$ cat config.mk
export PLATFORM = sky130hd
export DESIGN_NAME = mash_sdm_ctrl
export DESIGN_NICKNAME = d
export VERILOG_FILES = /design/src/rtl/mash_sdm_pkg.sv /design/src/rtl/mash_sdm_ramp.sv /design/src/rtl/mash_sdm_ctrl.sv
export SDC_FILE = /design/constraint.sdc
export NUM_CORES = 1
export LEC_CHECK = 0
export BUFFER_PORTS_ARGS = -buffer_cell sky130_fd_sc_hd__buf_2
export CORE_MARGIN = 2
export CORE_UTILIZATION = 65
export CTS_CLUSTER_SIZE = 8
export DETAILED_ROUTE_END_ITERATION = 8
export GPL_ROUTABILITY_DRIVEN = 0
export PLACE_DENSITY = 0.86
export SYNTH_ARGS = -nofsm -noshare
export SYNTH_HDL_FRONTEND = slang
export SYNTH_SLANG_ARGS = --single-unit
$ cat constraint.sdc
create_clock -name clk -period 9.83 [get_ports clk]
set_clock_uncertainty 0.1 [all_clocks]
set_input_delay 0.983 -clock clk [delete_from_list [all_inputs] [get_ports clk]]
set_output_delay 0.983 -clock clk [all_outputs]
set_load 0.005 [all_outputs]
$ cat src/rtl/mash_sdm_pkg.sv
// Shared types and constants for the MASH SDM sequencing controller.
package mash_sdm_pkg;

  typedef enum logic [1:0] {
    ST_OFF   = 2'd0,
    ST_FLUSH = 2'd1,
    ST_RUN   = 2'd2,
    ST_RAMP  = 2'd3
  } state_t;

  localparam int unsigned FLUSH_CYCLES = 3;

  // Fibonacci LFSR for x^15 + x^14 + 1: feedback is the XOR of bits 14 and 13.
  localparam int unsigned LFSR_W    = 15;
  localparam logic [14:0] LFSR_SEED = 15'h0001;
  localparam logic [14:0] LFSR_TAPS = 15'h6000;

endpackage

$ cat src/rtl/mash_sdm_ramp.sv
// Combinational slew step: moves cur toward target by step, clamping at target.
module mash_sdm_ramp #(
  parameter int ACCUM_SIZE = 16,
  parameter int STEP_W     = 8
) (
  input  logic [ACCUM_SIZE-1:0] cur,
  input  logic [ACCUM_SIZE-1:0] target,
  input  logic [STEP_W-1:0]     step,
  output logic [ACCUM_SIZE-1:0] next_word,
  output logic                  arrive
);

  logic [ACCUM_SIZE:0]   diff_raw;
  logic [ACCUM_SIZE:0]   mag;
  logic [ACCUM_SIZE-1:0] step_ext;
  logic                  up;

  always_comb begin
    step_ext = {{(ACCUM_SIZE-STEP_W){1'b0}}, step};
    diff_raw = {1'b0, target} - {1'b0, cur};
    up       = ~diff_raw[ACCUM_SIZE];
    mag      = up ? diff_raw : ({(ACCUM_SIZE+1){1'b0}} - diff_raw);
    arrive   = (mag <= {1'b0, step_ext});
    // Arrival snaps to target, so a partial last step can never overshoot or wrap.
    if (arrive)
      next_word = target;
    else if (up)
      next_word = cur + step_ext;
    else
      next_word = cur - step_ext;
  end

endmodule

$ cat src/rtl/mash_sdm_ctrl.sv
// Sequencing controller for the pipelined 1-1-1 MASH SDM: flush, run, slew-limited retune.
// Optional input dither on bit0 is enabled by defining MASH_SDM_CTRL_DITHER_EN.
module mash_sdm_ctrl
  import mash_sdm_pkg::*;
#(
  parameter int ACCUM_SIZE = 16,
  parameter int STEP_W     = 8,
  parameter int DWELL_W    = 8
) (
  input  logic                  clk,
  input  logic                  rst,
  input  logic                  enable,
  input  logic                  cfg_valid,
  output logic                  cfg_ready,
  input  logic [ACCUM_SIZE-1:0] cfg_target,
  input  logic [STEP_W-1:0]     cfg_step,
  input  logic [DWELL_W-1:0]    cfg_dwell,
  output logic [ACCUM_SIZE-1:0] sdm_in,
  output logic                  sdm_rst_n,
  output logic                  busy,
  output logic                  done
);

  state_t                state;
  logic [1:0]            flush_cnt;
  logic [DWELL_W-1:0]    dwell_cnt;
  logic [DWELL_W-1:0]    dwell_q;
  logic [ACCUM_SIZE-1:0] cur;
  logic [ACCUM_SIZE-1:0] target_q;
  logic [STEP_W-1:0]     step_q;
  logic [ACCUM_SIZE-1:0] ramp_next;
  logic                  ramp_arrive;
  logic                  xfer;

  assign cfg_ready = (state == ST_OFF) || (state == ST_RUN);
  assign busy      = (state == ST_FLUSH) || (state == ST_RAMP);
  assign xfer      = cfg_valid && cfg_ready;

  mash_sdm_ramp #(
    .ACCUM_SIZE (ACCUM_SIZE),
    .STEP_W     (STEP_W)
  ) u_ramp (
    .cur       (cur),
    .target    (target_q),
    .step      (step_q),
    .next_word (ramp_next),
    .arrive    (ramp_arrive)
  );

  always_ff @(posedge clk or posedge rst) begin
    if (rst) begin
      state     <= ST_OFF;
      flush_cnt <= '0;
      dwell_cnt <= '0;
      dwell_q   <= '0;
      cur       <= '0;
      target_q  <= '0;
      step_q    <= '0;
      sdm_rst_n <= 1'b0;
      done      <= 1'b0;
    end else begin
      done <= 1'b0;
      if (xfer) begin
        target_q <= cfg_target;
        step_q   <= cfg_step;
        dwell_q  <= cfg_dwell;
      end
      // Enable low wins over every state; a coincident transfer still lands as a jump.
      if (!enable) begin
        state     <= ST_OFF;
        sdm_rst_n <= 1'b0;
        if (xfer) begin
          cur  <= cfg_target;
          done <= 1'b1;
        end
      end else begin
        case (state)
          ST_OFF: begin
            state     <= ST_FLUSH;
            flush_cnt <= '0;
            if (xfer) begin
              cur  <= cfg_target;
              done <= 1'b1;
            end
          end
          ST_FLUSH: begin
            if (flush_cnt == 2'(FLUSH_CYCLES - 1)) begin
              state     <= ST_RUN;
              sdm_rst_n <= 1'b1;
            end else begin
              flush_cnt <= flush_cnt + 2'd1;
            end
          end
          ST_RUN: begin
            if (xfer) begin
              if ((cfg_step == '0) || (cfg_target == cur)) begin
                cur  <= cfg_target;
                done <= 1'b1;
              end else begin
                state     <= ST_RAMP;
                dwell_cnt <= cfg_dwell;
              end
            end
          end
          ST_RAMP: begin
            if (dwell_cnt != '0) begin
              dwell_cnt <= dwell_cnt - 1'b1;
            end else begin
              cur <= ramp_next;
              if (ramp_arrive) begin
                state <= ST_RUN;
                done  <= 1'b1;
              end else begin
                dwell_cnt <= dwell_q;
              end
            end
          end
          default: state <= ST_OFF;
        endcase
      end
    end
  end

`ifdef MASH_SDM_CTRL_DITHER_EN
  logic [LFSR_W-1:0] lfsr;

  always_ff @(posedge clk or posedge rst) begin
    if (rst)
      lfsr <= LFSR_SEED;
    else if (sdm_rst_n)
      lfsr <= {lfsr[LFSR_W-2:0], ^(lfsr & LFSR_TAPS)};
  end

  assign sdm_in = {cur[ACCUM_SIZE-1:1], cur[0] ^ lfsr[0]};
`else
  assign sdm_in = cur;
`endif

endmodule

======== After elaboration in Yosys (flattened, before gate mapping) ========
Cells that the tools add are included.
operators by class
  reduce and logical (&&, ||, !) cells .... 14
  $add $sub $neg .......................... 6
  mux-type cells .......................... 33
  eq/ne operators ......................... 18
  $lt $le $gt $ge ......................... 1
operators by type and width
  cell                                               number
  two-way mux 16 bit                                 7
  one-hot mux 16 bit (3 select lines)                1
  two-way mux 8 bit                                  4
  less-or-equal comparator 17 x 8 -> 1 bit           1
  two-way mux 17 bit                                 1
  subtractor 1 x 17 -> 17 bit, first input constant  1
  subtractor 16 x 16 -> 17 bit                       1
  adder 16 x 8 -> 16 bit                             1
  equality test 16 bit                               1
  one-hot mux 8 bit (2 select lines)                 1
  subtractor 16 x 8 -> 16 bit                        1
  two-way mux 2 bit                                  7
  != test 3 bit, second input constant               4
  AND reduction 5 bit                                2
  two-way mux 1 bit                                  9
  != test 3 x 2 -> 1 bit, second input constant      3
  zero test 8 bit                                    1
  one-hot mux 2 bit (4 select lines)                 1
  nonzero test 8 bit                                 1
  subtractor 8 x 1 -> 8 bit, second input constant   1
  equality test 2 bit, second input constant         3
  != test 2 bit, second input constant               3
  != test 2 x 1 -> 1 bit, second input constant      2
  != test 4 x 1 -> 1 bit, second input constant      1
  11 further kinds                                   14
storage, ports and cells
  flip-flop bits (word level) ............. 62
  input bits .............................. 36

======== Longest topological paths before layout ========
  word-level depth ........................ 8
  depth in mapped cells ................... 25
  depth with buffers taken out ............ 22

======== Modules after synthesis ========
Synthesis repeated with hierarchy kept, for this count alone.
second synthesis, totals
  cell total of the unflattened synthesis .. 676
  area total of the unflattened synthesis .. 5,997.0 um^2
modules (own cells, without submodules)
  module         seq. area each (um^2)  area each (um^2)  times used  cells each
  mash_sdm_ctrl  1,551.5                3,095.5           1           277
  mash_sdm_ramp  0.0                    2,901.5           1           399

======== Least setup slack after synthesis ========
No wires, ideal clock.
  path kind ............................... reg-to-reg
  start point ............................. reg cur[0], in the netlist sdm_in[0]
  end point ............................... reg dwell_cnt[2]
  data arrival time ....................... 4.801 ns
  slack ................................... 4.804 ns
  path buffers ............................ 3
  stages on the path, launching flop included .. 25
  period minus slack after synthesis ...... 5.026 ns
  setup time .............................. 0.125 ns
  required time ........................... 9.605 ns
  cell sequence ........................... dfrtp_1 > ha_1 > fa_1 > nand2b_1 > a211oi_1 > o21ai_1 > a21oi_1 > or2_1 > buf_2 > clkbuf_1 > nor2_1 > a21oi_1 > ha_1 > nor2b_1 > o21a_1 > o21a_1 > o21a_1 > o21a_1 > o21ai_0 > a211o_1 > o21ai_2 > nor3_4 > a31o_1 > buf_6 > mux2_4
on the way
  longest elaborated chain between the ends .. 6
  elaborated cells on any way between the ends .. 9
ends and longest elaborated chain
  item                                      line                  RTL
  start, declared                           mash_sdm_ctrl.sv:28   logic [ACCUM_SIZE-1:0] cur;
  start signal, assigned                    mash_sdm_ctrl.sv:73   cur <= cfg_target;
  start signal, assigned                    mash_sdm_ctrl.sv:82   cur <= cfg_target;
  start signal, assigned                    mash_sdm_ctrl.sv:97   cur <= cfg_target;
  subtractor 16 x 16 -> 17 bit              mash_sdm_ramp.sv:20   diff_raw = {1'b0, target} - {1'b0, cur};
  subtractor 1 x 17 -> 17 bit               mash_sdm_ramp.sv:22   mag = up ? diff_raw : ({(ACCUM_SIZE+1){1'b0}} - diff_raw);
  two-way mux 17 bit                        mash_sdm_ramp.sv:22
  less-or-equal comparator 17 x 8 -> 1 bit  mash_sdm_ramp.sv:23   arrive = (mag <= {1'b0, step_ext});
  != test 3 x 2 -> 1 bit (no source line)   --
  AND reduction 5 bit (no source line) *    --
  end signal, assigned                      mash_sdm_ctrl.sv:101  dwell_cnt <= cfg_dwell;
  end signal, assigned                      mash_sdm_ctrl.sv:107  dwell_cnt <= dwell_cnt - 1'b1;
  end signal, assigned                      mash_sdm_ctrl.sv:114  dwell_cnt <= dwell_q;
  end, declared                             mash_sdm_ctrl.sv:26   logic [DWELL_W-1:0] dwell_cnt;
Mark *: on every way between the ends. The rest lies on a longest branch, timed or not.
A chain may end at the register's enable or synchronous reset.

======== Worst setup path in the final report ========
Same ends and word-level chain as after synthesis.

==> qor.csv <==
metric,value,unit
Initial Util,66.64,%
mapped cell area,5783,um2
peak supply drop,154.4,uV
DRT antenna net count,0,
Synth Flop Type,dfrtp_1,
nets@finish,822,
die area,9668,um2
Syn. warnings,0,
"worst slack, placed",3.721,ns
"Avg Cell Area, Syn",8.321,um2
fmax,159.3,MHz
Clock Tree Buf Depth,2,
cts hold-fix bufs,0,
sequential fraction of the synthesis area,26.83,%
clk_lat worst skew,0.35,ns
vias in the first global route,5648,
CP max-delay cell,nor3_4,
Max-Cap Viols,0,
"top cells by area, synth","dfrtp_1, ha_1, xnor2_1, mux2_2, nand2_1",
Least-Margin Pin Slew,1.095,ns
"reg-to-reg slack, setup",3.55,ns
remaining global-route overflow,0,
core footprint,8678,um2
Total GRT Usage,34.38,%
largest net degree at the start of global routing,63,
DRT iter0 DRCs,379,
Pleak,2.802,nW
first drt pass iteration count,5,
initial antenna violation count,0,
CP endpoint kind,flip-flop,
ANT cells,0,
"Hold Vio Cnt, Final",0,
DRC viols,0,
CTS Root Cell,clkbuf_8,
setup_tns,0,ns
detailed placement HPWL,12.24,mm
status,"finished, final reports clean",
Final Max Tran Viols,0,
Yosys cell types,77,
"most common cell after layout, fill and taps aside",nand2_1,
first-pass GRT wire length,26.84,mm
RSZ-0062 raised after global routing,no,
vias per std cell,6.597,
critical path's most frequent cell,o21a_1,
synth-to-layout area growth,9.541,%
H-tree depth,3,
DP Area,6105,um2
Seq cells post-synth,62,
Syn Nets,778,
Inserted Clock Buffers,9,
post-route cell area,6335,um2
largest area contributor in the netlist,dfrtp_1,
Ports,56,
share of layout cells above drive strength 1,16.13,%
clk slew on worst S/H paths,0.08,ns
Vias,5621,
Tmin final,6.278,ns
Synth async-reset ratio,100.0,%
Hold Crit Class,flip-flop to flip-flop,
clock sink count,62,
setup ws final,3.552,ns
CP bufs+invs,0,
Synth top area share,26.83,%
CTS resizes,0,
"EDFF count, synth",0,
postcts setup bufs,0,
die height,98.33,um
Wirelength per Cell,19.07,um
Rel. slew slack,26.73,%
"Worst Path Class, Setup",flip-flop to flip-flop,
cell chain of the critical path,ha_1 -> fa_1 -> nand2b_1 -> a211oi_1 -> o21ai_1 -> a21oi_1 -> or2_1 -> nor2_1 -> a21oi_1 -> ha_1 -> nor2b_1 -> o21a_1 -> o21a_1 -> o21a_1 -> o21a_1 -> o21ai_0 -> a211o_1 -> o21ai_2 -> nor3_4 -> a31o_1 -> mux2_4,
cell family with most CP delay,compound AO/OA/AOI/OAI gates,
CP Data Required Time,9.97,ns
crit path max fanout,18,
pwr/cell area,343.6,nW/um2
Startpoint Class,flip-flop,
PortBufs,55,
Syn Inst Count,695,
CTS tree,done,
"slowest stage delay, CP",0.61,ns
final setup vio count,0,
Fillers,673,
placed insts,836,
row count,34,
fin crit share,63.86,%
fin cells,852,
"commonest cells after routing, fill and taps aside","nand2_1, dfrtp_1, buf_2",
worst path arrival time,6.41,ns
Die W,98.33,um
final wirelength,16.25,mm
## worst reg2reg max path: cells and delay by family, from the launching register on
family	cells	cell delay, ns
AND/OR/NAND/NOR	5	1.61
flip-flops	1	0.47
adder cells (fa/ha/maj)	3	0.93
AO/OA/AOI/OAI	12	2.71
multiplexers	1	0.34
## layer usage
layer  vias up  share of wire, %  track usage, %  routed length, um
li1       2641                 -               -                  -
met1      2656                41           43.88               6609
met2       269                47           56.10               7681
met3        55               7.8           7.230               1263
met4         0               4.3           15.81                695
met5         -                 0               0                  0
## logic make-up (layout without fill, tap and decap cells)
family,after synthesis,in the layout,synth area share [%]
fa+ha+maj,47,47,10.43
compound gates,209,209,24.25
simple gates,224,224,19.10
buf+inv,68,117,4.782
mux,37,37,7.335
xor+xnor,48,48,7.270
flops,62,62,26.83
## sequential cells by signal (all words and copies together) (netlist names)
register / count
sdm_in: 16
sdm_rst_n: 1
dwell_q: 8
target_q: 16
state: 2
done: 1
flush_cnt: 2
step_q: 8
dwell_cnt: 8
## per-stage QoR
step                      hold slack (ns)  power, W  utilization (%)
after detailed placement           0.3855  0.001863            70.34
after floorplan                    0.3756  0.001533                -
after CTS                          0.4049  0.002142            73.00
after global routing               0.4108  0.002346            73.00
after global placement             0.3748  0.001798            70.34
final                              0.4000  0.002177            73.00
## area by class of cell
cell class                      instances  area [um2]  share of cell area (%)
Multi-Input combinational cell        565        3963                   62.55
Clock buffer                           10       137.6                   2.173
Timing Repair Buffer                   57       290.3                   4.582
Sequential cell                        62        1551                   24.49
Tap cell                              108       135.1                   2.133
Inverter                               44       165.2                   2.607
Clock inverter                          6       92.59                   1.462
## power breakdown
group | leakage (nW) | switching, W | internal (W)
clock | 0.110 | 0.000112 | 0.000151
sequential | 0.764 | 0.0000952 | 0.000323
combinational | 1.93 | 0.000868 | 0.000627
total | 2.80 | 0.00108 | 0.00110
## worst paths after layout
| check | startpoint | endpoint | cells past startpoint |
|---|---|---|---|
| worst max register to register | sdm_in[0]$_DFFE_PP0P_ | dwell_cnt[2]$_DFFE_PP0P_ | 21 |
| max in group asynchronous | rst | target_q[14]$_DFFE_PP0P_ | 3 |
| worst min-delay path | sdm_rst_n$_DFFE_PP0P_ | sdm_rst_n$_DFFE_PP0P_ | 1 |
| worst max-delay path | sdm_in[0]$_DFFE_PP0P_ | dwell_cnt[2]$_DFFE_PP0P_ | 21 |
| min in group asynchronous | rst | dwell_q[2]$_DFFE_PP0P_ | 3 |
| worst min register to register | sdm_rst_n$_DFFE_PP0P_ | sdm_rst_n$_DFFE_PP0P_ | 1 |
## Yosys cell counts (4+ instances only)
cell type,n
nand3_1,22
nand4_1,8
a22oi_1,11
clkbuf_1,17
and3_1,8
nor3_1,14
o21a_1,12
a21o_1,13
and2_1,4
xnor2_1,41
nor4_1,9
a21oi_1,46
nand2b_1,8
nor2_1,54
o211ai_1,4
o21ai_0,48
mux2i_1,9
mux2_4,5
a211oi_1,4
nand2_1,67
or3_1,5
dfrtp_1,62
xor2_1,7
nor2b_1,5
o21bai_1,4
nand3b_1,4
o22ai_1,8
o41ai_1,5
mux2_2,23
a31oi_1,14
inv_1,44
ha_1,45
Power figures use the tool's default switching activity.
